File: src/rtl/t09_sound_seq.sv
`default_nettype none
// ============================================================================
//  Module   : t09_sound_seq
//  Brief    : Prioritised game-event sound sequencer. Latches rising edges on
//             NUM_EVENTS event lines into a pending set and plays one
//             fixed-length square-wave burst per event, lowest index first.
//             Owns the sound-on / mute mode toggle.
//
//  Ports    : clk        system clock
//             rst        synchronous active-high reset
//             event_i    level event lines, rising edge requests a tone
//             button     mode toggle, rising edge flips mode_o
//             mode_o     1 = sound enabled, 0 = muted
//             playSound  high while a burst is playing
//             sound_o    square-wave speaker drive
//             active_id  index of the event currently or last played
//             pending_o  pending request set
//
//  Options  : SOUND_PREEMPT_EN - when defined, a pending request with a lower
//             index than the one playing aborts the current burst and
//             restarts PLAY directly with the new index.
//
//  Revision : 1.0 - initial release
// ============================================================================
module t09_sound_seq #(
    parameter int NUM_EVENTS = 4,
    parameter int DUR_CYCLES = 20000,
    parameter int GAP_CYCLES = 2000,
    parameter int HALF_BASE  = 50
) (
    input  logic                                                 clk,
    input  logic                                                 rst,
    input  logic [NUM_EVENTS-1:0]                                event_i,
    input  logic                                                 button,
    output logic                                                 mode_o,
    output logic                                                 playSound,
    output logic                                                 sound_o,
    output logic [((NUM_EVENTS > 1) ? $clog2(NUM_EVENTS) : 1)-1:0] active_id,
    output logic [NUM_EVENTS-1:0]                                pending_o
);

    localparam int ID_W  = (NUM_EVENTS > 1) ? $clog2(NUM_EVENTS) : 1;
    localparam int DUR_W = $clog2(DUR_CYCLES + 1);
    localparam int GAP_W = (GAP_CYCLES > 0) ? $clog2(GAP_CYCLES + 1) : 1;
    localparam int HP_W  = $clog2(HALF_BASE * NUM_EVENTS + 1);

    localparam logic [DUR_W-1:0] c_dur_last = DUR_W'(DUR_CYCLES - 1);
    localparam logic [GAP_W-1:0] c_gap_last = GAP_W'((GAP_CYCLES > 0) ? GAP_CYCLES - 1 : 0);
    localparam bit               c_has_gap  = (GAP_CYCLES > 0);

    typedef enum logic [1:0] {
        S_IDLE = 2'd0,
        S_PLAY = 2'd1,
        S_GAP  = 2'd2
    } state_t;

    state_t                r_state;
    logic [NUM_EVENTS-1:0] r_ev_prev;
    logic                  r_btn_prev;
    logic [DUR_W-1:0]      r_dur_cnt;
    logic [GAP_W-1:0]      r_gap_cnt;
    logic [HP_W-1:0]       r_hp_cnt;

    logic [NUM_EVENTS-1:0] w_ev_rise;
    logic                  w_btn_rise;
    logic                  w_pend_any;
    logic [ID_W-1:0]       w_sel;
    logic [NUM_EVENTS-1:0] w_sel_oh;
    logic [HP_W-1:0]       w_half_last;
    logic                  w_preempt;
    logic                  w_enter_play;

    assign w_ev_rise  = event_i & ~r_ev_prev;
    assign w_btn_rise = button & ~r_btn_prev;
    assign w_pend_any = |pending_o;

    // Lowest set pending index wins; scanning downwards lets the last hit
    // (the lowest index) overwrite any higher one.
    always_comb begin
        w_sel    = '0;
        w_sel_oh = '0;
        for (int i = NUM_EVENTS - 1; i >= 0; i--) begin
            if (pending_o[i]) begin
                w_sel       = ID_W'(i);
                w_sel_oh    = '0;
                w_sel_oh[i] = 1'b1;
            end
        end
    end

    // Terminal count of the half-period counter for the playing index:
    // HALF_BASE*(active_id+1) cycles per level.
    always_comb begin
        w_half_last = '0;
        for (int i = 0; i < NUM_EVENTS; i++) begin
            if (active_id == ID_W'(i)) begin
                w_half_last = HP_W'(HALF_BASE * (i + 1) - 1);
            end
        end
    end

`ifdef SOUND_PREEMPT_EN
    // Any pending request strictly more urgent than the playing one.
    always_comb begin
        w_preempt = 1'b0;
        if (r_state == S_PLAY) begin
            for (int i = 0; i < NUM_EVENTS; i++) begin
                if (pending_o[i] && (ID_W'(i) < active_id)) begin
                    w_preempt = 1'b1;
                end
            end
        end
    end
`else
    assign w_preempt = 1'b0;
`endif

    // PLAY is entered from IDLE with something pending, or restarted in
    // place by a pre-emption. Both paths share the same reload sequence.
    assign w_enter_play = ((r_state == S_IDLE) && w_pend_any) || w_preempt;

    always_ff @(posedge clk) begin
        if (rst) begin
            // History takes the live inputs so lines already high at reset
            // do not register as rising edges afterwards.
            r_ev_prev  <= event_i;
            r_btn_prev <= button;
            mode_o     <= 1'b1;
            playSound  <= 1'b0;
            sound_o    <= 1'b0;
            active_id  <= '0;
            pending_o  <= '0;
            r_state    <= S_IDLE;
            r_dur_cnt  <= '0;
            r_gap_cnt  <= '0;
            r_hp_cnt   <= '0;
        end else begin
            r_ev_prev  <= event_i;
            r_btn_prev <= button;

            if (w_btn_rise) begin
                // A mode flip in either direction leaves the sequencer idle
                // with nothing queued; it also wins over a burst ending on
                // the same edge and swallows event rises of this cycle.
                mode_o    <= ~mode_o;
                pending_o <= '0;
                r_state   <= S_IDLE;
                playSound <= 1'b0;
                sound_o   <= 1'b0;
                r_dur_cnt <= '0;
                r_gap_cnt <= '0;
                r_hp_cnt  <= '0;
            end else if (mode_o) begin
                pending_o <= pending_o | w_ev_rise;

                if (w_enter_play) begin
                    // A rise on the selected line this very cycle survives
                    // the clear, so that event is queued to play again.
                    pending_o <= (pending_o & ~w_sel_oh) | w_ev_rise;
                    active_id <= w_sel;
                    r_state   <= S_PLAY;
                    playSound <= 1'b1;
                    sound_o   <= 1'b0;
                    r_dur_cnt <= '0;
                    r_hp_cnt  <= '0;
                end else begin
                    case (r_state)
                        S_IDLE: begin
                            playSound <= 1'b0;
                            sound_o   <= 1'b0;
                        end

                        S_PLAY: begin
                            if (r_dur_cnt == c_dur_last) begin
                                playSound <= 1'b0;
                                sound_o   <= 1'b0;
                                r_dur_cnt <= '0;
                                r_hp_cnt  <= '0;
                                r_gap_cnt <= '0;
                                if (c_has_gap) begin
                                    r_state <= S_GAP;
                                end else begin
                                    r_state <= S_IDLE;
                                end
                            end else begin
                                r_dur_cnt <= r_dur_cnt + DUR_W'(1);
                                if (r_hp_cnt == w_half_last) begin
                                    r_hp_cnt <= '0;
                                    sound_o  <= ~sound_o;
                                end else begin
                                    r_hp_cnt <= r_hp_cnt + HP_W'(1);
                                end
                            end
                        end

                        S_GAP: begin
                            playSound <= 1'b0;
                            sound_o   <= 1'b0;
                            if (r_gap_cnt == c_gap_last) begin
                                r_gap_cnt <= '0;
                                r_state   <= S_IDLE;
                            end else begin
                                r_gap_cnt <= r_gap_cnt + GAP_W'(1);
                            end
                        end

                        default: begin
                            r_state   <= S_IDLE;
                            playSound <= 1'b0;
                            sound_o   <= 1'b0;
                        end
                    endcase
                end
            end
        end
    end

endmodule
`default_nettype wire

File: config.mk
export PLATFORM = sky130hd
export DESIGN_NAME = t09_sound_seq
export DESIGN_NICKNAME = d
export VERILOG_FILES = /design/src/rtl/t09_sound_seq.sv
export SDC_FILE = /design/constraint.sdc
export NUM_CORES = 1
export LEC_CHECK = 0
export BUFFER_PORTS_ARGS = -buffer_cell sky130_fd_sc_hd__buf_2
export CAP_MARGIN = 20
export CORE_AREA = 2 2 79 81
export DETAILED_ROUTE_END_ITERATION = 6
export DIE_AREA = 0 0 81 83
export PLACE_DENSITY = 0.56
export SETUP_SLACK_MARGIN = 0.5
export SYNTH_ARGS = -nofsm -noshare
export SYNTH_HDL_FRONTEND = slang
export SYNTH_SLANG_ARGS = --single-unit
export TNS_END_PERCENT = 10
File: constraint.sdc
create_clock -name clk -period 3.5 [get_ports clk]
set_input_delay 0.175 -clock clk [delete_from_list [all_inputs] [get_ports clk]]
set_output_delay 0.175 -clock clk [all_outputs]
set_load 0.01 [all_outputs]
Word-level counts from Yosys, hierarchy flattened --
Index checks and enable logic that the tools add are counted.
Cells by class: add/sub/neg operators 3, eq/ne operators 13, multiplexer cells 34, bitwise gates (word level) 12, reductions and logical operators 13
Operator list (count):
- two-way mux 8 bit | 7
- two-way mux 15 bit | 3
- two-way mux 11 bit | 2
- one-hot mux 11 bit (2 select lines) | 1
- two-way mux 4 bit | 5
- adder 15 x 1 -> 15 bit, second input constant | 1
- equality test 15 bit, second input constant | 1
- two-way mux 2 bit | 7
- adder 11 x 1 -> 11 bit, second input constant | 1
- equality test 11 bit, second input constant | 1
- adder 8 x 1 -> 8 bit, second input constant | 1
- AND 4 bit | 2
- equality test 8 bit | 1
- inverter 4 bit | 2
- bitwise OR 4 bit | 2
- AND reduction 4 bit | 2
- two-way mux 1 bit | 7
- equality test 2 bit, second input constant | 3
- two-way mux 6 bit | 1
- inequality test 3 bit, second input constant | 2
- one-hot mux 2 bit (3 select lines) | 1
- AND reduction 2 bit | 3
- inverter 1 bit | 5
- equality test 2 x 1 -> 1 bit, second input constant | 2
- 9 further kinds | 12
Storage, ports and cells: register bits after elaboration 50, output and inout port bits 9, word-level logic and storage cells 86

Depth between registers and ports, before layout --
Gate-level depths: netlist of the first run.
depth in word-level cells 10, gate-level depth with buffers 8, mapped depth without buffers 7

Worst setup path after synthesis of the first run --
OpenSTA, ideal clock, no wires.
path type register to register, from register r_dur_cnt[5], to register r_hp_cnt[7], data arrival time 1983 ps, slack 1395 ps, cell stages (with the launch flop) 6, path buffers 0, clock period less this slack 2105 ps, path through dfxtp_1 or4b_4 o41ai_4 nor4_4 and3_1 a221o_1
On the way: cells in the longest elaborated chain, start to end 4
RTL lines:
- start, declared | RTL line 60 | logic [DUR_W-1:0] r_dur_cnt;
- start signal, assigned | RTL line 186 | r_dur_cnt <= r_dur_cnt + DUR_W'(1);
- equality test 15 bit | RTL line 174 | if (r_dur_cnt == c_dur_last) begin
- two-way mux 8 bit | RTL line 174
- two-way mux 8 bit | RTL line 167 | case (r_state)
- two-way mux 8 bit | RTL line 156 | if (w_enter_play) begin
- end signal, assigned | RTL line 191 | r_hp_cnt <= r_hp_cnt + HP_W'(1);
- end, declared | RTL line 62 | logic [HP_W-1:0] r_hp_cnt;
Every way passes these cells. The select of a mux whose other input is x is not followed. A chain may end at the register's enable or synchronous reset.

Final worst setup path of the first run --
from register r_dur_cnt[5], to register r_gap_cnt[9]
On the way: cells in the longest elaborated chain, start to end 3
RTL lines:
- equality test 15 bit | RTL line 174
- inequality test 2 bit (no line)
- AND reduction 4 bit (no line)
- end signal, assigned | RTL line 203 | r_gap_cnt <= r_gap_cnt + GAP_W'(1);
- end, declared | RTL line 61 | logic [GAP_W-1:0] r_gap_cnt;
Every way passes these cells.

==> results of run 1 <==
-- layout by cell type, fill, tap and decap left out, types with 6 or more instances in the layout --
cell,Yosys,final
buf_2,3,15
nand3_1,12,12
nand4_1,15,15
nand2_1,28,28
a21oi_1,14,14
nor4_1,7,7
xor2_1,12,12
ha_1,7,7
o21ai_0,16,16
and3_1,9,9
dfxtp_1,50,50
nor3_1,7,7
nor2_1,37,37
clkbuf_8,0,6
-- final cells by class --
type | instances | area (sq um) | share of cell area [%]
inverters | 5 | 18.8 | 0.663
well taps | 75 | 93.8 | 3.31
multi-input cells | 232 | 1480 | 52.3
repair buffers | 23 | 148 | 5.21
clock inverters | 1 | 5.00 | 0.177
flip-flops and latches | 50 | 1000 | 35.3
clock buffers | 7 | 86.3 | 3.05
-- how the worst min path moves through the flow --
stage,start,end,slack [ns],cells past startpoint
detailed placement,button,r_btn_prev,0.29,1
CTS,rst,active_id[1],0.08,2
finish,rst,active_id[1],0.1,2
floorplan,button,r_btn_prev,0.20,0
global route,rst,active_id[1],0.11,2
global placement,button,r_btn_prev,0.29,1
-- synth_stat cells, drive strengths merged (5+ instances only) --
cell type	n
dfxtp	50
nand2b	5
xor2	12
or3	8
inv	5
o21ai	18
nor2	37
a21oi	15
and3	9
nand2	28
xnor2	5
ha	7
nand3	12
clkbuf	5
nand4	15
nor4	8
nor3	7
-- metal layers --
| layer | part of all wire (%) | track usage [%] | vias up |
|---|---|---|---|
| met5 | 0 | 0 | - |
| met4 | 0.78 | 4.93 | 0 |
| met3 | 2.7 | 2.61 | 4 |
| met2 | 45 | 27.0 | 31 |
| met1 | 51 | 24.2 | 1009 |
| li1 | - | - | 1113 |
-- through the flow --
stage	instances	utilization [%]
after global routing	393	48.7
after global placement	380	46.3
after detailed placement	380	46.3
after floorplan	295	-
final	393	48.7
after CTS	393	48.7
-- logic make-up after synthesis --
kind of cell | count (synthesis) | share of synthesized area [%]
AOI/OAI and AO/OA | 54 | 15.8
xor gates and xnor gates | 17 | 5.88
adders and majority gates | 7 | 3.46
buffers and inverters | 13 | 2.07
DFF | 50 | 39.5
muxes | 2 | 0.790
and+or+nand+nor | 152 | 32.5
-- report_power, final --
part           leakage [nW]  total, mW  switching, mW  internal, mW
registers             0.406      0.591         0.0104         0.581
logic                 0.592      0.179          0.114        0.0645
clock network        0.0482      0.343          0.183         0.160
-- sequential cells by signal, indices dropped and copies added, names as in the netlist --
| register | flops |
|---|---|
| active_id | 2 |
| mode_o | 1 |
| pending_o | 4 |
| playSound | 1 |
| r_btn_prev | 1 |
| r_dur_cnt | 15 |
| r_ev_prev | 4 |
| r_gap_cnt | 11 |
| r_hp_cnt | 8 |
| r_state | 2 |
| sound_o | 1 |
-- worst reg2reg max path, cell delays in order, from the launching register on --
cell and delay [ns]:
dfxtp_1 0.35, or4b_4 0.58, o41ai_2 0.35, buf_4 0.24, nand3_1 0.18, a21oi_2 0.39
o21ai_1 0.13
==> parameters.txt, run 1 <==
Parameter                              Value

Timing
  Worst Max-Slew Pin Slew    between 0.7 and 0.8 ns
  Setup Skew    roughly 0.0057 ns
  F_max    between 400 and 500 MHz
  Final worst path period share    about 67%
  Final Critical Period    ~2.3 ns
  Slew HR    46.9%
  Unrepaired setup endpoints after global routing    false
  Number of hold violations in the final report    0
  Min setup slack post-route    1.17 ns
  Worst hold slack    ~0.096 ns
  Setup TNS    0 ns
  Final setup vio count    0
  Count of pins over their slew limit    0

Critical path
  Critical path buffers and inverters    1
  Worst-case reg-to-reg path depth    6
  Cell class contributing the biggest share of worst-path delay    compound AO/OA/AOI/OAI gates
  Critical path destination    r_gap_cnt[9]
  Crit path max fanout    12
  Peak per-stage delay on the critical path    0.58 ns
  Terminus of the critical flop-to-flop path    r_gap_cnt[9]
  Data arrival at the endpoint of the critical path    ~2.5 ns
  Setup crit end kind    register
  Critical path type    register to register
  Count of cell instances traversed by the critical path    6
  Launch point of the worst path    r_dur_cnt[5]
  Reg2Reg Setup Slack    1.17 ns
  Crit Reg-Reg Startpoint    r_dur_cnt[5]
  Critical-path top delay cell    or4b_4
  CP required    approximately 3.7 ns
  Kind of start point of the critical path    register
  Cells along the critical path    or4b_4 > o41ai_2 > buf_4 > nand3_1 > a21oi_2 > o21ai_1

Floorplanning
  Starting utilization of the core area    between 40% and 50%
  Number of top-level pins    16
  X dimension of the die    slightly above 80 um
  Overall die height    between 80 and 90 um
  Core ar.    about 0.0058 sq mm
  Overall die area    between 0.006 and 0.007 sq mm
  Std cell rows    28

Place
  Final weighted congestion in routability-driven placement    about 0.83
  Detailed-placement wirelength estimate    around 3.8 mm
  Worst Setup Slack post-DPL    about 1.2 ns
  Number of port buffers    15
  Placed instance area    about 0.0027 sq mm

Status
  Outcome    finished clean

Logic synthesis
  Cell taking the most area after synthesis    dfxtp_1
  Number of distinct library cells after synthesis    slightly below 50
  Top cells by area, synth    dfxtp_1 40%, nor2_1 5.5%, nand2_1 4.1%
  Flip-flop cell with the highest count after synthesis    dfxtp_1
  Post-synth top area share    approximately two fifths
  Number of synthesized flops with an enable pin    0
  Flop and latch count out of synthesis    50
  Syn Std Cell Area    roughly 0.0025 sq mm
  Gate count after technology mapping    295
  Synth Warn #    0
  Number of nets produced by synthesis    309
  Seq/Total Area, Yosys    between 30% and 40%
  Asr flop ratio synth    0%
  Average size of a mapped cell    between 8 and 9 sq um

Clock network
  Total of hold buffers inserted after clock tree synthesis    5
  Post-CTS setup buffer count    0
  Total CTS buffers    5
  Clock Latency Late Sink    0.30 ns
  Maximum buffer depth of the clock tree    2
  Root buffer selected by CTS    clkbuf_8
  H-tree lvl count    2
  Number of clock sinks    50
  Clock transition at the registers of the reported paths    0.09 ns
  TritonCTS clock tree    done
  Post-cts resize count    0

GRT
  Aggregate global routing overflow    0
  Initial antenna violation count    0
  All-layer global routing usage    between 10% and 20%
  First-pass GRT wire length    between 9 and 10 mm
  Number of global-route vias before repair    2114
  Maximum number of pins on one net before global-route repair    26

Detailed routing
  Iter 0 DRT Violations    85
  First-pass detailed-route iteration total    4
  Number of remaining DRC errors    0
  Number of nets with antenna violations after detailed routing    0
  Wire per inst    13.8 um
  Total number of vias    2157
  Detailed-route vias per instance    around 5.5
  WL final    5.42 mm

Power
  Maximum VDD drop    0.208 mV
  Total power of the final layout    between 1 and 1.5 mW
  Static Leak    1.05 nW
  Total power per unit cell area    just under 400 mW/mm^2

Flow run
  Max-capacitance violation count    0

Cells and area
  Post-layout net count    around 330
  Fill count    596
  Fin area    approximately 0.0028 sq mm
  Antenna Cells    0
  Fraction of final layout cells sized beyond drive strength 1    between 10% and 20%
  Synth-to-Final Area Change    11.8%

Worst hold path
  Hold Path Class    primary input to register
No activity file was read; power rests on OpenSTA's default activity.
==> inputs of run 2 (changes only) <==
Settings changed: ABC_AREA from default to 1, CORE_AREA 2 2 79 81 to 2 2 80 82, DIE_AREA 0 0 81 83 to 0 0 82 84, PLACE_DENSITY 0.56 to 0.59.
Clock period 3.5 ns to 2 ns, I/O delays scaled along.
==> run 2 against run 1 <==
  * Register-to-register slack worse by 0.70 ns
  * Hold slack gained 0.34 ns
  * Global-route usage rose by 1.9 points
  * Via count rose by 19%
  * Fmax is 53% higher
  * Sequential share of layout area fell by 5.3 points
  * Critical path depth rose by 5
  * Power increased by 120%
  * Non-clock buffer count grew 21
  * Area after synthesis increased by 4.3%
  * Sequential power up 79%
  * Critical endpoint is now r_hp_cnt[2]
==> parameters.txt, run 2 <==
Parameter                              Value

Logic synthesis
  Portion of netlist area occupied by mux cells    0% (was 0.790%)
  Gate count after technology mapping    394 (was 295)
  Synth Area in Compound Gates    8.95% (was 15.8%)
  Most frequent cells after synthesis    97 x nand2_1, 68 x nor2_1, 50 x dfxtp_1 (was 50 x dfxtp_1, 37 x nor2_1, 28 x nand2_1)
  Number of nets produced by synthesis    408 (was 309)
  Seq/Total Area, Yosys    37.9% (was 39.5%)
  Number of distinct library cells after synthesis    30 (was 49)
  Main combinational cell family by area after synthesis    simple AND/OR/NAND/NOR gates (unchanged)
  Most frequent cell after synthesis    nand2_1 (was dfxtp_1)
  Number of synthesized flops with an enable pin    0 (unchanged)
  Post-synthesis share of cell area spent on and, or, nand and nor gates    38.4% (was 32.5%)
  Cell taking the most area after synthesis    dfxtp_1 (unchanged)
  Syn Std Cell Area    0.00264 sq mm (was 0.00253 sq mm)
  Flip-flop cell with the highest count after synthesis    dfxtp_1 (unchanged)
  Post-synth top area share    37.9% (was 39.5%)
  Asr flop ratio synth    0% (unchanged)
  Flop and latch count out of synthesis    50 (unchanged)
  Post-synthesis xor/xnor area fraction    2.65% (was 5.88%)
  Post-synthesis share of cell area spent on full adders, half adders and majority gates    3.31% (was 3.46%)
  Average size of a mapped cell    6.71 sq um (was 8.59 sq um)
  Top cells by area, synth    dfxtp_1 38%, nand2_1 14%, nor2_1 9.7% (was dfxtp_1 40%, nor2_1 5.5%, nand2_1 4.1%)
  Synth Warn #    0 (unchanged)

Critical path
  Kind of start point of the critical path    register (unchanged)
  Critical path buffers and inverters    4 (was 1)
  Worst-case reg-to-reg path depth    11 (was 6)
  Terminus of the critical flop-to-flop path    r_hp_cnt[2] (was r_gap_cnt[9])
  Cell class contributing the biggest share of worst-path delay    buffers and inverters (was compound AO/OA/AOI/OAI gates)
  Launch point of the worst path    r_state[1] (was r_dur_cnt[5])
  Critical path type    register to register (unchanged)
  Count of cell instances traversed by the critical path    11 (was 6)
  Crit Reg-Reg Startpoint    r_state[1] (was r_dur_cnt[5])
  Most common cell on crit path    nand2_2
  Reg2Reg Setup Slack    0.47 ns (was 1.17 ns)
  CP required    2.21 ns (was 3.67 ns)
  Peak per-stage delay on the critical path    0.37 ns (was 0.58 ns)
  Data arrival at the endpoint of the critical path    1.74 ns (was 2.51 ns)
  Critical path destination    r_hp_cnt[2] (was r_gap_cnt[9])
  Cells along the critical path    inv_4 > ha_4 > nand2_2 > inv_2 > nand2_2 > nand2_4 > buf_4 > buf_16 > a21oi_1 > o21bai_1 > nor2_2 (was or4b_4 > o41ai_2 > buf_4 > nand3_1 > a21oi_2 > o21ai_1)
  Setup crit end kind    register (unchanged)
  Critical-path top delay cell    dfxtp_2 (was or4b_4)
  Crit path max fanout    5 (was 12)

Timing
  Final Critical Period    1.53 ns (was 2.33 ns)
  F_max    655 MHz (was 429 MHz)
  Setup Skew    0.00681 ns (was 0.00573 ns)
  Worst Max-Slew Pin Slew    0.279 ns (was 0.793 ns)
  Final setup vio count    0 (unchanged)
  Count of pins over their slew limit    0 (unchanged)
  Number of hold violations in the final report    0 (unchanged)
  Slew HR    81.3% (was 46.9%)
  Final worst path period share    76.4% (was 66.6%)
  Setup TNS    0 ns (unchanged)
  Unrepaired setup endpoints after global routing    true (was false)

Place
  Number of port buffers    15 (unchanged)
  Final weighted congestion in routability-driven placement    0.846 (was 0.829)
  Detailed-placement wirelength estimate    4.10 mm (was 3.76 mm)

Detailed routing
  Total number of vias    2563 (was 2157)
  Number of remaining DRC errors    0 (unchanged)
  First-pass detailed-route iteration total    5 (was 4)
  Detailed-route vias per instance    4.96 (was 5.49)
  Number of nets with antenna violations after detailed routing    0 (unchanged)
  Iter 0 DRT Violations    88 (was 85)
  Wire per inst    11.9 um (was 13.8 um)
  WL final    6.14 mm (was 5.42 mm)

Power
  Static Leak    1.33 nW (was 1.05 nW)
  Maximum VDD drop    0.498 mV (was 0.208 mV)
  Total power per unit cell area    735 mW/mm^2 (was 393 mW/mm^2)

Floorplanning
  Std cell rows    29 (was 28)
  X dimension of the die    82 um (was 81 um)
  Starting utilization of the core area    43.3% (was 43.6%)
  Core ar.    0.00610 sq mm (was 0.00582 sq mm)
  Overall die area    0.00689 sq mm (was 0.00672 sq mm)
  Number of top-level pins    16 (unchanged)
  Overall die height    84 um (was 83 um)

Cells and area
  Synth-to-Final Area Change    28.3% (was 11.8%)
  Number of flip-flops under the largest register name    15 (unchanged)
  Commonest non-fill, non-tap cells in the layout    86 x nand2_1, 60 x nor2_1, 41 x inv_1 (was 50 x dfxtp_1, 37 x nor2_1, 28 x nand2_1)
  Utilization of the core after routing    55.6% (was 48.7%)
  Leading registers by flop count    r_dur_cnt (15), r_gap_cnt (11), r_hp_cnt (8) (unchanged)
  Post-layout net count    453 (was 331)
  Register with the most flip-flops    r_dur_cnt (unchanged)
  Antenna Cells    0 (unchanged)
  Leading cell type in the layout, fill and taps excluded    nand2_1 (was dfxtp_1)
  Fraction of final layout cells sized beyond drive strength 1    23.6% (was 13.8%)

GRT
  Most heavily used metal layer in global routing    met2 (unchanged)
  Initial antenna violation count    0 (unchanged)
  Met1 GRT Util    25.2% (was 24.2%)
  Maximum number of pins on one net before global-route repair    18 (was 26)
  Number of global-route vias before repair    2366 (was 2114)
  All-layer global routing usage    19.1% (was 17.2%)
  Met2 global-route usage    31.3% (was 27.0%)
  Met3 Resource Use GR    3.03% (was 2.61%)
  Aggregate global routing overflow    0 (unchanged)
  First-pass GRT wire length    10.5 mm (was 9.50 mm)

Status
  Outcome    finished clean (unchanged)

Clock network
  H-tree lvl count    2 (unchanged)
  Number of clock sinks    50 (unchanged)
  Maximum buffer depth of the clock tree    2 (unchanged)
  Total CTS buffers    5 (unchanged)
  Clock transition at the registers of the reported paths    0.10 ns (was 0.09 ns)
  TritonCTS clock tree    done (unchanged)
  Root buffer selected by CTS    clkbuf_8 (unchanged)
  Clock Latency Late Sink    0.31 ns (was 0.30 ns)

Worst hold path
  Hold Path Class    primary input to register (unchanged)

Flow run
  Max-capacitance violation count    0 (unchanged)
[run 2: changes by cell type after synthesis, sizes merged, moves of 8 or more]
cell,change
and3,-9
inv,+45
nand2,+73
nand3,+20
nor2,+33
nor4,-8
or3,-8
[run 2: worst min-delay path by stage]
stage / startpoint / endpoint / cells past startpoint
floorplan: button / r_btn_prev / 0
global placement: event_i[2] / r_ev_prev[2] / 1
detailed placement: event_i[3] / r_ev_prev[3] / 1
CTS: event_i[3] / r_ev_prev[3] / 2
global route: event_i[1] / r_ev_prev[1] / 2
finish: event_i[3] / r_ev_prev[3] / 2
[run 2: stage by stage]
step | instance area (sq um) | hold WS (ns) | setup slack [ns] | total power [mW] | cells
floorplan | 2650 | 0.128 | 0.501 | 1.37 | 394
global placement | 2820 | 0.219 | 0.310 | 1.48 | 485
detailed placement | 2820 | 0.219 | 0.229 | 1.49 | 485
CTS | 3210 | 0.423 | 0.492 | 2.43 | 508
global route | 3390 | 0.440 | 0.384 | 2.62 | 517
finish | 3390 | 0.434 | 0.472 | 2.49 | 517
[run 2: layout make-up]
| cell class | instances | area [sq um] |
|---|---|---|
| Clock buffer | 5 | 68.8 |
| Fill cell | 585 | 2710 |
| Inverter | 50 | 196 |
| Clock inverter | 3 | 47.5 |
| Sequential cell | 50 | 1020 |
| Timing Repair Buffer | 44 | 380 |
| Tap cell | 77 | 96.3 |
| Multi-Input combinational cell | 288 | 1580 |
[run 2: kinds of logic after synthesis]
kind of cell | count (synthesis)
flops | 50
fa+ha+maj | 7
simple gates | 230
xor+xnor | 8
compound gates | 43
buf+inv | 56
[run 2: report_power, final]
part	switching (mW)	internal [mW]	leakage (nW)
combinational	0.368	0.314	0.857
clock	0.368	0.382	0.0591
sequential	0.0312	1.03	0.411
total	0.767	1.73	1.33
[run 2: routing by layer]
metal | share of wire (%) | wire length, um
met3 | 2.4 | 146
met4 | 2.2 | 134
met5 | 0 | 0
met2 | 47 | 2900
met1 | 48 | 2960
[run 2: what timing repair did]
action,4_1_cts,5_1_grt
gates resized for setup,32,41
cloned,2,0
endpoints found under the setup margin,34,36
pin swaps,5,11
hold buffers,6,0
buffers inserted,7,9
endpoints found under the hold margin,6,0
==> inputs of run 3 (changes only) <==
Settings changed: ABC_AREA 1 to 0, CORE_AREA 2 2 80 82 to 2 2 79 81, DIE_AREA 0 0 82 84 to 0 0 81 83, PLACE_DENSITY 0.59 to 0.58.
Clock period 2 ns to 1.3 ns, I/O delays scaled along.
==> run 3 against run 2 <==
  * The flow now finishes with violations (setup timing)
  * Via count rose by 1.1%
  * Largest cell class unchanged
  * First-iteration DRC count rose by 59%
  * Worst setup slack got worse by 1.2 ns
  * Routed wire length rose by 12%
  * Sequential share of layout area fell by 4.0 points
  * Register-to-register slack got worse by 1.2 ns
  * Clock power rose by 80%
  * Clock skew fell by 0.00080 ns
==> parameters.txt, run 3 (synthesis results as in run 1) <==
Parameter                              Value

Critical path
  Kind of start point of the critical path    register (unchanged)
  Cell class contributing the biggest share of worst-path delay    simple AND/OR/NAND/NOR gates (was buffers and inverters)
  CP required    1.51 ns (was 2.21 ns)
  Data arrival at the endpoint of the critical path    2.24 ns (was 1.74 ns)
  Critical path type    register to register (unchanged)
  Peak per-stage delay on the critical path    0.59 ns (was 0.37 ns)
  Crit Reg-Reg Startpoint    r_dur_cnt[7] (was r_state[1])
  Worst-case reg-to-reg path depth    7 (was 11)
  Crit path max fanout    5 (unchanged)
  Critical path buffers and inverters    2 (was 4)
  Cells along the critical path    or4b_4 > o41ai_4 > buf_4 > buf_6 > nand4_1 > xor2_1 > nor2_1 (was inv_4 > ha_4 > nand2_2 > inv_2 > nand2_2 > nand2_4 > buf_4 > buf_16 > a21oi_1 > o21bai_1 > nor2_2)
  Terminus of the critical flop-to-flop path    r_gap_cnt[7] (was r_hp_cnt[2])
  Reg2Reg Setup Slack    -0.73 ns (was 0.47 ns)
  Critical-path top delay cell    or4b_4 (was dfxtp_2)
  Setup crit end kind    register (unchanged)

Floorplanning
  Core ar.    0.00582 sq mm (was 0.00610 sq mm)
  Number of top-level pins    16 (unchanged)
  Overall die height    83 um (was 84 um)
  Std cell rows    28 (was 29)
  X dimension of the die    81 um (was 82 um)
  Overall die area    0.00672 sq mm (was 0.00689 sq mm)
  Starting utilization of the core area    43.6% (was 43.3%)

Timing
  Worst Max-Slew Pin Slew    0.355 ns (was 0.279 ns)
  F_max    493 MHz (was 655 MHz)
  Slew HR    76.3% (was 81.3%)
  Final Critical Period    2.03 ns (was 1.53 ns)
  Final setup vio count    42 (was 0)
  Min setup slack post-route    -0.729 ns (was 0.472 ns)
  Worst hold slack    0.0527 ns (was 0.434 ns)
  Final worst path period share    156% (was 76.4%)
  Number of hold violations in the final report    0 (unchanged)
  Setup Skew    0.00600 ns (was 0.00681 ns)
  Count of pins over their slew limit    0 (unchanged)
  Unrepaired setup endpoints after global routing    true (unchanged)

Place
  Number of port buffers    15 (unchanged)
  Inst Count DP    464 (was 485)
  Detailed-placement wirelength estimate    4.77 mm (was 4.10 mm)
  Final weighted congestion in routability-driven placement    0.848 (was 0.846)
  Worst Setup Slack post-DPL    -0.823 ns (was 0.229 ns)

Detailed routing
  Number of remaining DRC errors    0 (unchanged)
  Wire per inst    14.0 um (was 11.9 um)
  Total number of vias    2591 (was 2563)
  Iter 0 DRT Violations    140 (was 88)
  First-pass detailed-route iteration total    4 (was 5)
  WL final    6.86 mm (was 6.14 mm)
  Detailed-route vias per instance    5.31 (was 4.96)
  Number of nets with antenna violations after detailed routing    0 (unchanged)

Cells and area
  Synth-to-Final Area Change    52.6% (was 28.3%)
  Post-route insts no fill    488 (was 517)
  Leading registers by flop count    r_dur_cnt (15), r_gap_cnt (11), r_hp_cnt (8) (unchanged)
  Commonest non-fill, non-tap cells in the layout    85 x buf_4, 43 x dfxtp_1, 36 x nor2_1 (was 86 x nand2_1, 60 x nor2_1, 41 x inv_1)
  Sequential standard cell area    0.00101 sq mm (was 0.00102 sq mm)
  Fill count    494 (was 585)
  Antenna Cells    0 (unchanged)
  Utilization of the core after routing    66.5% (was 55.6%)
  Post-layout net count    426 (was 453)
  Fraction of final layout cells sized beyond drive strength 1    42.4% (was 23.6%)
  Leading cell type in the layout, fill and taps excluded    buf_4 (was nand2_1)
  Area of combinational cells with multiple inputs    0.00168 sq mm (was 0.00158 sq mm)
  Register with the most flip-flops    r_dur_cnt (unchanged)
  Number of flip-flops under the largest register name    15 (unchanged)

Flow run
  Max-capacitance violation count    0 (unchanged)

GRT
  First-pass GRT wire length    11.8 mm (was 10.5 mm)
  All-layer global routing usage    21.9% (was 19.1%)
  Number of global-route vias before repair    2619 (was 2366)
  Maximum number of pins on one net before global-route repair    16 (was 18)
  Initial antenna violation count    0 (unchanged)
  Aggregate global routing overflow    0 (unchanged)

Power
  Total power per unit cell area    1000 mW/mm^2 (was 735 mW/mm^2)
  Static Leak    1.63 nW (was 1.33 nW)
  Maximum VDD drop    0.675 mV (was 0.498 mV)
  Total power of the final layout    3.88 mW (was 2.49 mW)

Clock network
  TritonCTS clock tree    done (unchanged)
  Clock transition at the registers of the reported paths    0.09 ns (was 0.10 ns)
  Number of clock sinks    50 (unchanged)
  Clock Latency Late Sink    0.31 ns (about the same)
  Total CTS buffers    5 (unchanged)
  H-tree lvl count    2 (unchanged)
  Maximum buffer depth of the clock tree    2 (unchanged)
  Root buffer selected by CTS    clkbuf_8 (unchanged)

Status
  Outcome    finished, violations left (was finished clean)
  Violated checks    setup timing

Worst hold path
  Depth of the worst hold-timing path    3 (was 2)
  Worst hold endpoint    active_id[1] (was r_ev_prev[3])
  Worst hold start    rst (was event_i[3])
  Hold Path Class    primary input to register (unchanged)
run 3: cell count changes in the layout (fill, tap and decap cells not counted), sizes merged, moves of 8 or more:
cell	delta
nor2	-33
inv	-46
or3	+8
nand3	-20
nand2	-73
buf	+74
nor4	+8
and3	+9
run 3: how the worst max path moves through the flow:
stage	from	endpoint	slack [ns]	depth (start not counted)
4_1_cts	r_dur_cnt[12]	r_gap_cnt[9]	-0.72	6
5_1_grt	r_dur_cnt[7]	r_gap_cnt[7]	-0.83	7
3_3_place_gp	r_dur_cnt[13]	r_hp_cnt[6]	-0.78	6
3_5_place_dp	r_dur_cnt[13]	r_dur_cnt[3]	-0.82	5
2_1_floorplan	r_dur_cnt[13]	r_hp_cnt[4]	-0.79	5
6_report	r_dur_cnt[7]	r_gap_cnt[7]	-0.73	7
run 3: final cells by class:
class | instances | area share (%)
repair buffers | 117 | 23.9
well taps | 75 | 2.43
clock buffers | 6 | 2.14
clock inverters | 2 | 1.55
flip-flops and latches | 50 | 26.1
inverters | 5 | 0.485
multi-input cells | 233 | 43.4
run 3: worst min-delay path: stages:
cell and delay, ns:
buf_2 0.11, buf_4 0.12, a21oi_2 0.03
run 3: repair_timing:
action | in CTS | in global routing
hold endpoints to repair | 5 | 0
gates resized for setup | 52 | 18
hold buffers | 5 | 0
gates cloned | 1 | 0
pin swaps | 19 | 12
buffers inserted | 8 | 2
endpoints found under the setup margin | 54 | 54
run 3: power by group:
group	total, mW	internal, mW	leakage (nW)	switching (mW)
Clock	1.35	0.821	0.0714	0.530
Sequential	1.59	1.57	0.408	0.0241
Combinational	0.935	0.477	1.15	0.458
run 3: per-stage QoR:
stage / cell area (sq um) / TNS (ns)
after floorplan: 2530 / -24.65
after global placement: 3320 / -26.42
after detailed placement: 3320 / -27.48
after CTS: 3780 / -23.74
after global routing: 3870 / -25.54
final: 3870 / -22.73
run 3: routing by layer:
layer  global-route usage, %  share of wire [%]  vias up
met1                    29.6                 48     1228
met3                    4.46                2.7       13
li1                        -                  -     1315
met2                    35.2                 47       35
met4                    6.32                1.8        0
met5                       0                  0        -
